**config.mk**
```make
export PLATFORM = sky130hd
export DESIGN_NAME = div_share_ctrl
export DESIGN_NICKNAME = d
export VERILOG_FILES = /design/src/rtl/div_share_pkg.sv /design/src/rtl/div_share_ctrl_rr_arbiter.sv /design/src/rtl/div_share_ctrl.sv
export SDC_FILE = /design/constraint.sdc
export NUM_CORES = 1
export LEC_CHECK = 0
export ABC_AREA = 1
export CAP_MARGIN = 20
export CORE_UTILIZATION = 30
export DETAILED_ROUTE_END_ITERATION = 16
export HOLD_SLACK_MARGIN = 0.08
export PLACE_DENSITY = 0.53
export SETUP_SLACK_MARGIN = 0.15
export SYNTH_ARGS = -nofsm -noshare
export SYNTH_HDL_FRONTEND = slang
export SYNTH_SLANG_ARGS = --single-unit
```
**constraint.sdc**
```tcl
create_clock -name Clk -period 10.2 [get_ports Clk]
set_clock_uncertainty 0.15 [all_clocks]
set_input_delay 2.04 -clock Clk [delete_from_list [all_inputs] [get_ports Clk]]
set_output_delay 2.04 -clock Clk [all_outputs]
set_load 0.03 [all_outputs]
```
**src/rtl/div_share_pkg.sv**
```systemverilog
// Shared types and width helpers for the shared-divider scheduler.
package div_share_pkg;

    typedef enum logic [1:0] {
        IDLE   = 2'd0,
        SETTLE = 2'd1,
        RESP   = 2'd2
    } state_t;

    function automatic int clog2(input int v);
        int r;
        r = 0;
        for (int i = 0; i < 31; i++)
            if ((1 << r) < v) r++;
        return r;
    endfunction

    // Settle counter must hold the value SETTLE_CYCLES itself.
    function automatic int cnt_width(input int settle);
        return clog2(settle + 1);
    endfunction

endpackage

```
**src/rtl/div_share_ctrl_rr_arbiter.sv**
```systemverilog
// Combinational round-robin pick: first requester at or after ptr, wrapping.
module rr_arbiter #(
    parameter int N   = 4,
    parameter int IDW = 2
) (
    input  logic [N-1:0]   req,
    input  logic [IDW-1:0] ptr,
    output logic [N-1:0]   grant,
    output logic [IDW-1:0] idx,
    output logic           any
);

    int j;

    always_comb begin
        grant = '0;
        idx   = '0;
        any   = 1'b0;
        j     = 0;
        for (int k = 0; k < N; k++) begin
            j = int'(ptr) + k;
            if (j >= N) j = j - N;
            if (!any && req[j]) begin
                grant[j] = 1'b1;
                idx      = IDW'(j);
                any      = 1'b1;
            end
        end
    end

endmodule

```
**src/rtl/div_share_ctrl.sv**
```systemverilog
// Shares one combinational unsigned divider among NUM_REQ requesters.
// Optional DIV_SHARE_ZERO_FAST_EN: zero divider skips the settle window (latency 1).
module div_share_ctrl
    import div_share_pkg::*;
#(
    parameter int NUM_REQ       = 4,
    parameter int DATA_WIDTH    = 8,
    parameter int SETTLE_CYCLES = 2
) (
    input  logic                            Clk,
    input  logic                            nReset,
    input  logic [NUM_REQ-1:0]              ReqValid,
    output logic [NUM_REQ-1:0]              ReqReady,
    input  logic [NUM_REQ*DATA_WIDTH-1:0]   ReqDividend,
    input  logic [NUM_REQ*DATA_WIDTH-1:0]   ReqDivider,
    output logic                            RespValid,
    input  logic                            RespReady,
    output logic [clog2(NUM_REQ)-1:0]       RespId,
    output logic [DATA_WIDTH-1:0]           Quotient,
    output logic [DATA_WIDTH-1:0]           Remainder,
    output logic                            DivByZero
);

    localparam int IDW = clog2(NUM_REQ);
    localparam int CW  = cnt_width(SETTLE_CYCLES);

    state_t                 state;
    logic [IDW-1:0]         ptr, op_id, gnt_idx;
    logic [CW-1:0]          cnt;
    logic [DATA_WIDTH-1:0]  op_a, op_b, req_a, req_b;
    logic [DATA_WIDTH-1:0]  safe_b, core_q, core_r;
    logic [NUM_REQ-1:0]     gnt;
    logic                   gnt_any;

    rr_arbiter #(.N(NUM_REQ), .IDW(IDW)) u_arb (
        .req   (ReqValid),
        .ptr   (ptr),
        .grant (gnt),
        .idx   (gnt_idx),
        .any   (gnt_any)
    );

    // Held low during reset so a pending request is never shown a grant.
    assign ReqReady = (state == IDLE && nReset) ? gnt : '0;
    assign req_a    = ReqDividend[gnt_idx*DATA_WIDTH +: DATA_WIDTH];
    assign req_b    = ReqDivider[gnt_idx*DATA_WIDTH +: DATA_WIDTH];

    // Divider core; the zero case is replaced at the result register.
    always_comb begin
        safe_b = (op_b == '0) ? DATA_WIDTH'(1) : op_b;
        core_q = op_a / safe_b;
        core_r = op_a % safe_b;
    end

    always_ff @(posedge Clk or negedge nReset) begin
        if (!nReset) begin
            state     <= IDLE;
            ptr       <= '0;
            cnt       <= '0;
            op_a      <= '0;
            op_b      <= '0;
            op_id     <= '0;
            RespValid <= 1'b0;
            RespId    <= '0;
            Quotient  <= '0;
            Remainder <= '0;
            DivByZero <= 1'b0;
        end else begin
            case (state)
                IDLE: begin
                    if (gnt_any) begin
                        op_a  <= req_a;
                        op_b  <= req_b;
                        op_id <= gnt_idx;
                        ptr   <= (gnt_idx == IDW'(NUM_REQ - 1)) ? '0 : gnt_idx + 1'b1;
                        state <= SETTLE;
`ifdef DIV_SHARE_ZERO_FAST_EN
                        cnt   <= (req_b == '0) ? CW'(1) : CW'(SETTLE_CYCLES);
`else
                        cnt   <= CW'(SETTLE_CYCLES);
`endif
                    end
                end
                SETTLE: begin
                    if (cnt == CW'(1)) begin
                        RespValid <= 1'b1;
                        RespId    <= op_id;
                        Quotient  <= (op_b == '0) ? '1   : core_q;
                        Remainder <= (op_b == '0) ? op_a : core_r;
                        DivByZero <= (op_b == '0);
                        cnt       <= '0;
                        state     <= RESP;
                    end else begin
                        cnt <= cnt - 1'b1;
                    end
                end
                RESP: begin
                    if (RespReady) begin
                        RespValid <= 1'b0;
                        state     <= IDLE;
                    end
                end
                default: state <= IDLE;
            endcase
        end
    end

endmodule

```
After elaboration in Yosys (flattened, before gate mapping):

Cells that the tools add are included.

* output and inout bits: 24
* flip-flop bits (word level): 44
* input port bits: 71
* word-level logic and storage cells: 117

* reduce and logical (&&, ||, !) cells: 20
* shift-type cells: 2
* bitwise gates (word level): 3
* add/subtract/negate cells: 9
* mux-type cells: 51
* equal/unequal tests: 7
* magnitude comparators: 12
* divide/modulo/power cells: 2

Operators with widths (number)
* $ge 32x1->1 const B: 4
* $lt 32x4->1 const B: 4
* $mux 32: 4
* $ge 32x4->1 const B: 3
* $sub 32x4->32 const B: 3
* $shiftx 32x6->8: 2
* $mux 8: 3
* $mux 2: 10
* $mux 4: 5
* $mux 1: 18
* $or 4x4->4: 3
* $bmux 1 s2: 4
* $demux 1 s2: 4
* $div 8x8->8: 1
* $logic_and 1x1->1: 8
* $logic_not 8->1: 1
* $mod 8x8->8: 1
* $add 2x2->3 const B: 2
* $ne 2x2->1 const B: 3
* $pmux 2 s3: 1
* $reduce_and 2->1: 3
* $reduce_and 3->1: 2
* $eq 2x1->1 const B: 2
* $eq 2x2->1 const B: 2
* other kinds (10): 13

Logic depth before layout (Yosys ltp):

Gate-level depths: netlist of the first run.

* depth after elaboration: 17
* mapped depth: 70
* depth with buffers taken out: 70

Cells and area by module:

From an unflattened synthesis of the first run, not the netlist that was laid out.

* cells, all modules: 690
* area, all modules: 4668.2 um2

By module, submodules not included
* div_share_ctrl: sequential area each 1101.1 um2, cells an instance 613, times used 1, area each 4207.8 um2
* rr_arbiter: sequential area each 0.0 um2, cells an instance 77, times used 1, area each 460.4 um2

Least setup slack after synthesis of the first run:

OpenSTA, ideal clock, no wires.

* kind: register to register
* start: register op_b[7]
* end: register Remainder[3]
* data required time: 9.966 ns
* arrival: 8.540 ns
* setup time: 0.084 ns
* buffers on the path: 0
* clock period less this slack: 8.774 ns
* stages on the path, launching flop included: 63
* setup slack: 1.426 ns
* path through: dfrtp_1 -> nor2_4 -> nand2_1 -> o21ai_2 -> inv_1 -> ha_1 -> nand2_1 -> nand3b_1 -> nand2_1 -> nand2_1 -> nand2_1 -> ha_1 -> nand2_1 -> nand3_1 -> nand2_1 -> nand2_1 -> nand2_1 -> nand3_1 -> [... 27 more ...] -> ha_1 -> nand4_1 -> nand2_1 -> nand2_1 -> nand2_1 -> nand2_1 -> nand3_2 -> inv_1 -> nand2_1 -> and2_1 -> ha_1 -> nand2_1 -> o21a_1 -> o311ai_0 -> nand2_1 -> o21ai_0 -> inv_1 -> a21boi_0

* cells in the longest elaborated chain, start to end: 4

RTL lines
* from (decl): RTL line div_share_ctrl.sv:30 `logic [DATA_WIDTH-1:0] op_a, op_b, req_a, req_b;`
* from (signal assigned): RTL line div_share_ctrl.sv:73 `op_b <= req_b;`
* $logic_not 8->1: RTL line div_share_ctrl.sv:50, div_share_ctrl.sv:89
* $mux 8: RTL line div_share_ctrl.sv:50 `safe_b = (op_b == '0) ? DATA_WIDTH'(1) : op_b;`
* $mod 8x8->8: RTL line div_share_ctrl.sv:52 `core_r = op_a % safe_b;`
* $mux 8 (*): RTL line div_share_ctrl.sv:89 `Remainder <= (op_b == '0) ? op_a : core_r;`
* to (signal assigned): RTL line div_share_ctrl.sv:89
* to (decl): RTL line div_share_ctrl.sv:20 `output logic [DATA_WIDTH-1:0] Remainder,`

Mark *: on every way between the ends. The rest lies on a longest branch, timed or not.
A chain may end at the register's enable or synchronous reset.

Worst setup path in the final report of the first run:

* start: register op_b[7]
* end: register Remainder[7]

Same word-level chain as after synthesis.

==> results of run 1 <==
## cells by family after synthesis
| group | count (synthesis) | share of synthesized area (%) |
|---|---|---|
| AO/OA/AOI/OAI | 110 | 14.3 |
| XOR/XNOR | 18 | 3.41 |
| adder cells (fa/ha/maj) | 41 | 11.2 |
| buffers and inverters | 116 | 10.4 |
| flip-flops | 44 | 23.8 |
| AND/OR/NAND/NOR | 397 | 36.8 |
## registers in the layout, summed over array words and instances, names as in the netlist, named ones only
| signal | flops |
|---|---|
| DivByZero | 1 |
| Quotient | 8 |
| Remainder | 8 |
| RespId | 2 |
| RespValid | 1 |
| cnt | 2 |
| op_a | 8 |
| op_b | 8 |
| op_id | 2 |
| ptr | 1 |
| state | 2 |
## routing by layer
layer,routed length [um],track usage (%)
met1,6950,25.6
met2,6360,29.8
met3,686,3.02
met4,205,3.76
met5,0,0
## worst register-to-register path, delay by kind of cell (launching register included)
family	cells	cell delay, ns
fa+ha+maj	7	2.23
buf+inv	10	0.85
simple gates	38	4.17
compound gates	9	1.35
flops	1	0.46
## worst max-delay path by stage
stage | endpoint | slack, ns | cells after the start
final | Remainder[7]$_DFFE_PN0P_ | 0.88 | 64
after global routing | Remainder[0]$_DFFE_PN0P_ | 0.09 | 65
after CTS | Remainder[7]$_DFFE_PN0P_ | 0.20 | 64
after detailed placement | Remainder[5]$_DFFE_PN0P_ | -0.13 | 62
after global placement | Remainder[2]$_DFFE_PN0P_ | 0.17 | 62
after floorplan | Remainder[3]$_DFFE_PN0P_ | 1.43 | 62
## cell type report
| type | instances | area (um^2) |
|---|---|---|
| clock buffers | 7 | 143 |
| flip-flops and latches | 44 | 1110 |
| well taps | 188 | 235 |
| clock inverters | 1 | 7.51 |
| inverters | 99 | 377 |
| multi-input cells | 567 | 3180 |
| fillers | 1603 | 9050 |
| repair buffers | 108 | 1040 |
## synth_stat cells, types with 5 or more instances
cell	number
nand2_1	241
inv_1	94
nor2_1	58
nand3_1	52
dfrtp_1	44
ha_1	40
o21ai_0	31
a21oi_1	26
o22ai_1	13
xor2_1	13
or2_2	10
and2_1	7
o21ai_1	7
clkbuf_1	6
nand2_2	6
nor3_1	6
a2bb2oi_1	5
inv_2	5
xnor2_1	5
## stage by stage
stage / setup TNS [ns] / hold slack (ns)
2_1_floorplan: 0 / 0.314
3_3_place_gp: 0 / 0.317
3_5_place_dp: -0.795 / 0.320
4_1_cts: 0 / 0.341
5_1_grt: 0 / 0.351
6_report: 0 / 0.333
## what timing repair did
action                     CTS  global route
setup endpoints to repair    8             9
buffers inserted             0            10
pin swaps                    0             6
resized for setup            3            47
cloned                       0             1
==> impl_metrics.ini, run 1 <==
[run_status]
outcome = finished clean

[timing]
finalSetupViolCount = 0
max_freq_mhz = 107
min_period_over_period_pct = 91.3
hold_viol = 0
maxSlewViolCount = 0
max_slew_margin_pct = 52.5
worst_slack_ns = 0.884
tightestPinTransition_ns = 0.712
rsz0062_at_grt = false
period_minus_slack_ns = 9.32

[final_layout]
fin_cells = 1014
final_common_cell = nand2_1
final_cell_area_um2 = 6090
post-route-util_pct = 40.2
drive_gt1_share_pct = 10.8
final_cell_mix = nand2_1 (234), clkdlybuf4s50_1 (93), inv_1 (89)
area_delta_synth_final_pct = 31.7
nets = 937
diodes = 0

[hold_path]
min_path_cells = 2
hold_path.class = flop to flop
hold_start = RespId[0]$_DFFE_PN0P_
hold_path_end = RespId[0]$_DFFE_PN0P_

[placement]
post-place-ws_ns = -0.133
gp_congestion = 0.918
place_inst = 995
place_area_um2 = 5720
dp_hpwl_um = 11300
numPortBuffers = 94

[logic_synthesis]
ys_async_sr_fraction_pct = 100
synth.area.top_cells = dfrtp_1 (24%), nand2_1 (20%), ha_1 (11%)
seq_area_frac_synth_pct = 23.8
ys_warn_count = 0
yosys.area.top_type_share_pct = 23.8
synth_area_um2 = 4630
synth_cell_types = 45
synthCells = 726
synth_edf_count = 0
synth-seq-cells = 44
avgSynthCellArea_um2 = 6.37
synth_top_area_cell = dfrtp_1
synth_ff_type = dfrtp_1
syn_nets = 838

[drt]
drtPass1Iterations = 4
post-route-drc-count = 0
wirelength_um = 14200
wire_per_inst_um = 14.0
postRouteAntennaNets = 0
vias = 4829
via_per_inst = 4.76
initialDrtViolationCount = 345

[setup_path]
cp-startpoint = op_b[7]$_DFFE_PN0P_
r2r_slack_ns = 0.88
rr_worst_depth = 64
crit_path_end_kind = flop
crit_top_cell = nand2_1
worst-setup-path-type = flop to flop
crit_path_max_incr_delay_ns = 0.46
rr_endpoint = Remainder[7]$_DFFE_PN0P_
r2r_start = op_b[7]$_DFFE_PN0P_
path_delay_family = simple AND/OR/NAND/NOR gates
crit_path_top_delay_cell = dfrtp_2
required_ns = 10.25
start_kind = flop
path_max_fanout = 8
critical_path_buf_inv_count = 10
cp_data_arrival_time_ns = 9.37

[cts]
path_clk_slew_ns = 0.07
cts_root_buf = clkbuf_16
numCtsBuffers = 5
insertion_delay_ns = 0.30
h-tree-depth = 2
cts.sinks = 44
cts_tree = done
cts_hold_buf = 0
clockBufferDepth = 2

[run]
max_cap_viol_count = 0

[global_route]
grt-ovfl-total = 0
grt_pass1_vias = 4602
grt_pass1_wl_um = 23300
antenna_found_initial = 0
grtUsageTotal_pct = 18.4
grt_max_degree = 46

[die]
io_pins = 95
rows = 45
design.die.area_um2 = 15900
die_w_um = 126
die_y_um = 126
initial_core_util_pct = 30.5
core_area_um2 = 15100
Power of run 1 is not shown: default switching activity piles up to over one toggle a cycle in this logic, so the estimate is an artifact.
==> run 2, diff against run 1 <==
- PLACE_DENSITY: 0.53 -> 0.61
==> impl_metrics.ini, run 2 (synthesis results as in run 1) <==
[run_status]
outcome = finished clean

[drt]
via_per_inst = 4.82
drtPass1Iterations = 5
postRouteAntennaNets = 0
initialDrtViolationCount = 303
wirelength_um = 13800
vias = 4881
wire_per_inst_um = 13.6
post-route-drc-count = 0

[placement]
post-place-ws_ns = -0.0323
numPortBuffers = 94
place_inst = 995
place_area_um2 = 5720
dp_hpwl_um = 10900
gp_congestion = 0.931

[die]
initial_core_util_pct = 30.5
io_pins = 95
die_w_um = 126
rows = 45
die_y_um = 126
design.die.area_um2 = 15900
core_area_um2 = 15100

[final_layout]
multi_input_area_um2 = 3180
final_cell_mix = nand2_1 (236), clkdlybuf4s50_1 (93), inv_1 (89)
seq_area_um2 = 1100
fill_cells = 1578
final_common_cell = nand2_1
final_cell_area_um2 = 6070
diodes = 0
area_delta_synth_final_pct = 31.2
fin_cells = 1013
drive_gt1_share_pct = 9.09
nets = 936

[setup_path]
crit_path_end_kind = flop
critical_path_buf_inv_count = 6
required_ns = 10.27
start_kind = flop
cp_data_arrival_time_ns = 9.39
crit_path_top_delay_cell = dfrtp_1
worst-setup-path-type = flop to flop
path_delay_family = simple AND/OR/NAND/NOR gates
crit_top_cell = nand2_1
crit_path_max_incr_delay_ns = 0.41
path_max_fanout = 8

[cts]
clockBufferDepth = 2
cts_tree = done
cts_hold_buf = 0
cts_root_buf = clkbuf_16
h-tree-depth = 2
path_clk_slew_ns = 0.06
insertion_delay_ns = 0.29
numCtsBuffers = 5
cts.sinks = 44

[run]
max_cap_viol_count = 0

[global_route]
grt_max_degree = 46
grt_pass1_wl_um = 22900
antenna_found_initial = 0
grt-ovfl-total = 0
grtUsageTotal_pct = 17.9
grt_pass1_vias = 4749

[timing]
worst_slack_ns = 0.880
hold_viol = 0
max_freq_mhz = 107
period_minus_slack_ns = 9.32
min_period_over_period_pct = 91.4
rsz0062_at_grt = false
finalSetupViolCount = 0
tns_ns = 0
tightestPinTransition_ns = 0.658
max_slew_margin_pct = 56.1
maxSlewViolCount = 0

[hold_path]
hold_path.class = flop to flop
run 2: changes by cell type in the layout (fill, tap and decap cells not counted), sizes merged:
| cell | previous run | this run |
|---|---|---|
| buf | 15 | 14 |
| clkinv | 0 | 1 |
| clkinvlp | 1 | 0 |
run 2: worst paths after layout:
check	cells past startpoint	to	start	slack, ns
worst max-delay path	59	Remainder[2]$_DFFE_PN0P_	op_b[3]$_DFFE_PN0P_	0.88
worst min-delay path	2	RespValid$_DFFE_PN0P_	RespValid$_DFFE_PN0P_	0.33
worst max register to register	59	Remainder[2]$_DFFE_PN0P_	op_b[3]$_DFFE_PN0P_	0.88
worst min register to register	2	RespValid$_DFFE_PN0P_	RespValid$_DFFE_PN0P_	0.33
max in group asynchronous	2	Remainder[4]$_DFFE_PN0P_	nReset	7.81
min in group asynchronous	2	ptr[1]$_DFFE_PN0P_	nReset	1.69
run 2: repair_timing:
action,CTS,global route
setup buffers,0,9
setup endpoints to repair,8,9
gates cloned,0,1
pin swaps,0,5
resized for setup,4,37
run 2: layer usage:
layer / track usage [%] / vias up / wire (um)
li1: - / 2544 / -
met3: 3.10 / 18 / 726
met5: 0 / - / 0
met1: 23.8 / 2173 / 6480
met4: 5.53 / 0 / 280
met2: 29.6 / 146 / 6260
run 2: final cells by class:
| class | instances | area share [%] |
|---|---|---|
| multi-input cells | 567 | 52.4 |
| flip-flops and latches | 44 | 18.1 |
| repair buffers | 107 | 17.0 |
| inverters | 99 | 6.20 |
| well taps | 188 | 3.87 |
| clock buffers | 7 | 2.18 |
| clock inverters | 1 | 0.144 |
run 2: through the flow:
step                      util, %  hold WS, ns
after floorplan                 -        0.314
after global placement       37.7        0.318
after detailed placement     37.7        0.321
after CTS                    38.7        0.341
after global routing         40.1        0.360
final                        40.1        0.335
run 2: worst min-delay path: cells and delay by family (launching register included):
family	cells	cell delay [ns]
flops	1	0.35
simple gates	2	0.10
Power of run 2 is left out for the same reason.
==> run 3, diff against run 2 <==
- CORE_UTILIZATION: 30 -> 50
- PLACE_DENSITY: 0.61 -> 0.87
==> impl_metrics.ini, run 3 (synthesis results as in run 1) <==
[die]
initial_core_util_pct = 52.3
rows = 34
die_w_um = 98.2
die_y_um = 98.2
io_pins = 95
design.die.area_um2 = 9640
core_area_um2 = 8850

[setup_path]
crit_path_max_incr_delay_ns = 0.45
path_max_fanout = 10
worst-setup-path-type = flop to flop
start_kind = flop
crit_top_cell = nand2_1
critical_path_buf_inv_count = 9
path_delay_family = simple AND/OR/NAND/NOR gates
cp_data_arrival_time_ns = 9.48
crit_path_end_kind = flop
required_ns = 10.28
crit_path_top_delay_cell = dfrtp_1

[placement]
gp_congestion = 0.976
place_inst = 912
numPortBuffers = 94
post-place-ws_ns = -0.0932
place_area_um2 = 5590
dp_hpwl_um = 11000

[timing]
hold_viol = 0
tightestPinTransition_ns = 0.660
rsz0062_at_grt = false
finalSetupViolCount = 0
max_freq_mhz = 106
worst_slack_ns = 0.801
max_slew_margin_pct = 55.8
period_minus_slack_ns = 9.40
maxSlewViolCount = 0
min_period_over_period_pct = 92.1

[final_layout]
fill_cells = 799
nets = 929
final_common_cell = nand2_1
seq_area_um2 = 1100
area_delta_synth_final_pct = 26.4
diodes = 0
final_cell_area_um2 = 5850
multi_input_area_um2 = 3130
fin_cells = 926
final_cell_mix = nand2_1 (236), clkdlybuf4s50_1 (93), inv_1 (89)
drive_gt1_share_pct = 8.56

[run_status]
violations = design-rule violations
outcome = finished with violations

[drt]
postRouteAntennaNets = 0
drtPass1Iterations = 11
top_layer_used = met4
via_per_inst = 5.45
met2RoutedLength_um = 6170
initialDrtViolationCount = 341
wire_per_inst_um = 14.7
wl_met1_um = 6000
vias = 5049
wirelength_um = 13600
post-route-drc-count = 1
dr_wl_met3_um = 1090

[cts]
cts_root_buf = clkbuf_8
path_clk_slew_ns = 0.11
numCtsBuffers = 5
cts.sinks = 44
insertion_delay_ns = 0.32
clockBufferDepth = 2
cts_tree = done
h-tree-depth = 2

[global_route]
grtUsageTotal_pct = 28.9
grt_max_degree = 46
grt_pass1_vias = 4863
antenna_found_initial = 0
grt_pass1_wl_um = 22400
grt-ovfl-total = 0

[run]
max_cap_viol_count = 0

[hold_path]
hold_path.class = flop to flop
## run 3: cell types whose count changed in the layout (fill, tap and decap cells not counted), moves of 2 or more
| cell | delta |
|---|---|
| dfrtp_1 | -3 |
| a21boi_1 | -2 |
| ha_1 | +2 |
| a21boi_0 | +3 |
| buf_4 | -6 |
| clkbuf_16 | -5 |
| ha_4 | -3 |
| clkbuf_8 | +5 |
| clkbuf_1 | -2 |
| nor2_1 | -2 |
| dfrtp_2 | +3 |
| nor2_2 | +2 |
## run 3: per-layer routing
metal / vias up / global-route usage (%)
met5: - / 0
met4: 0 / 11.0
met3: 38 / 4.94
met2: 251 / 47.7
met1: 2237 / 37.9
li1: 2523 / -
## run 3: area by class of cell
cell class	count	share of cell area (%)
Clock buffer	5	1.18
Clock inverter	3	0.727
Inverter	99	6.44
Multi-Input combinational cell	566	53.6
Sequential cell	44	18.9
Tap cell	108	2.31
Timing Repair Buffer	101	16.9
## run 3: through the flow
step	setup TNS, ns	hold slack (ns)	util [%]
after floorplan	0	0.314	-
after global placement	0	0.307	63.2
after detailed placement	-0.352	0.331	63.2
after CTS	0	0.350	64.6
after global routing	0	0.374	66.1
final	0	0.346	66.1
## run 3: repair_timing
action	in CTS	in global routing
gates resized for setup	4	35
pin swaps	0	5
endpoints found under the setup margin	9	9
setup buffers	0	6
endpoints found under the hold margin	0	0
hold buffers	0	0
## run 3: final timing paths
kind | startpoint | end | slack, ns | cells past startpoint
worst max-delay path | op_b[6]$_DFFE_PN0P_ | Remainder[4]$_DFFE_PN0P_ | 0.80 | 64
worst max register to register | op_b[6]$_DFFE_PN0P_ | Remainder[4]$_DFFE_PN0P_ | 0.80 | 64
max in group asynchronous | nReset | op_b[7]$_DFFE_PN0P_ | 7.81 | 2
worst min register to register | RespValid$_DFFE_PN0P_ | RespValid$_DFFE_PN0P_ | 0.35 | 2
min in group asynchronous | nReset | Quotient[2]$_DFFE_PN0P_ | 1.65 | 2
worst min-delay path | RespValid$_DFFE_PN0P_ | RespValid$_DFFE_PN0P_ | 0.35 | 2
## run 3: worst reg2reg max path: cells and delay by family (launching register included)
kind / cells / cell delay (ns)
buffers and inverters: 9 / 0.75
AOI/OAI and AO/OA: 10 / 1.74
adders and majority gates: 7 / 2.26
DFF: 1 / 0.45
and+or+nand+nor: 38 / 3.96
Power of run 3 is left out for the same reason.
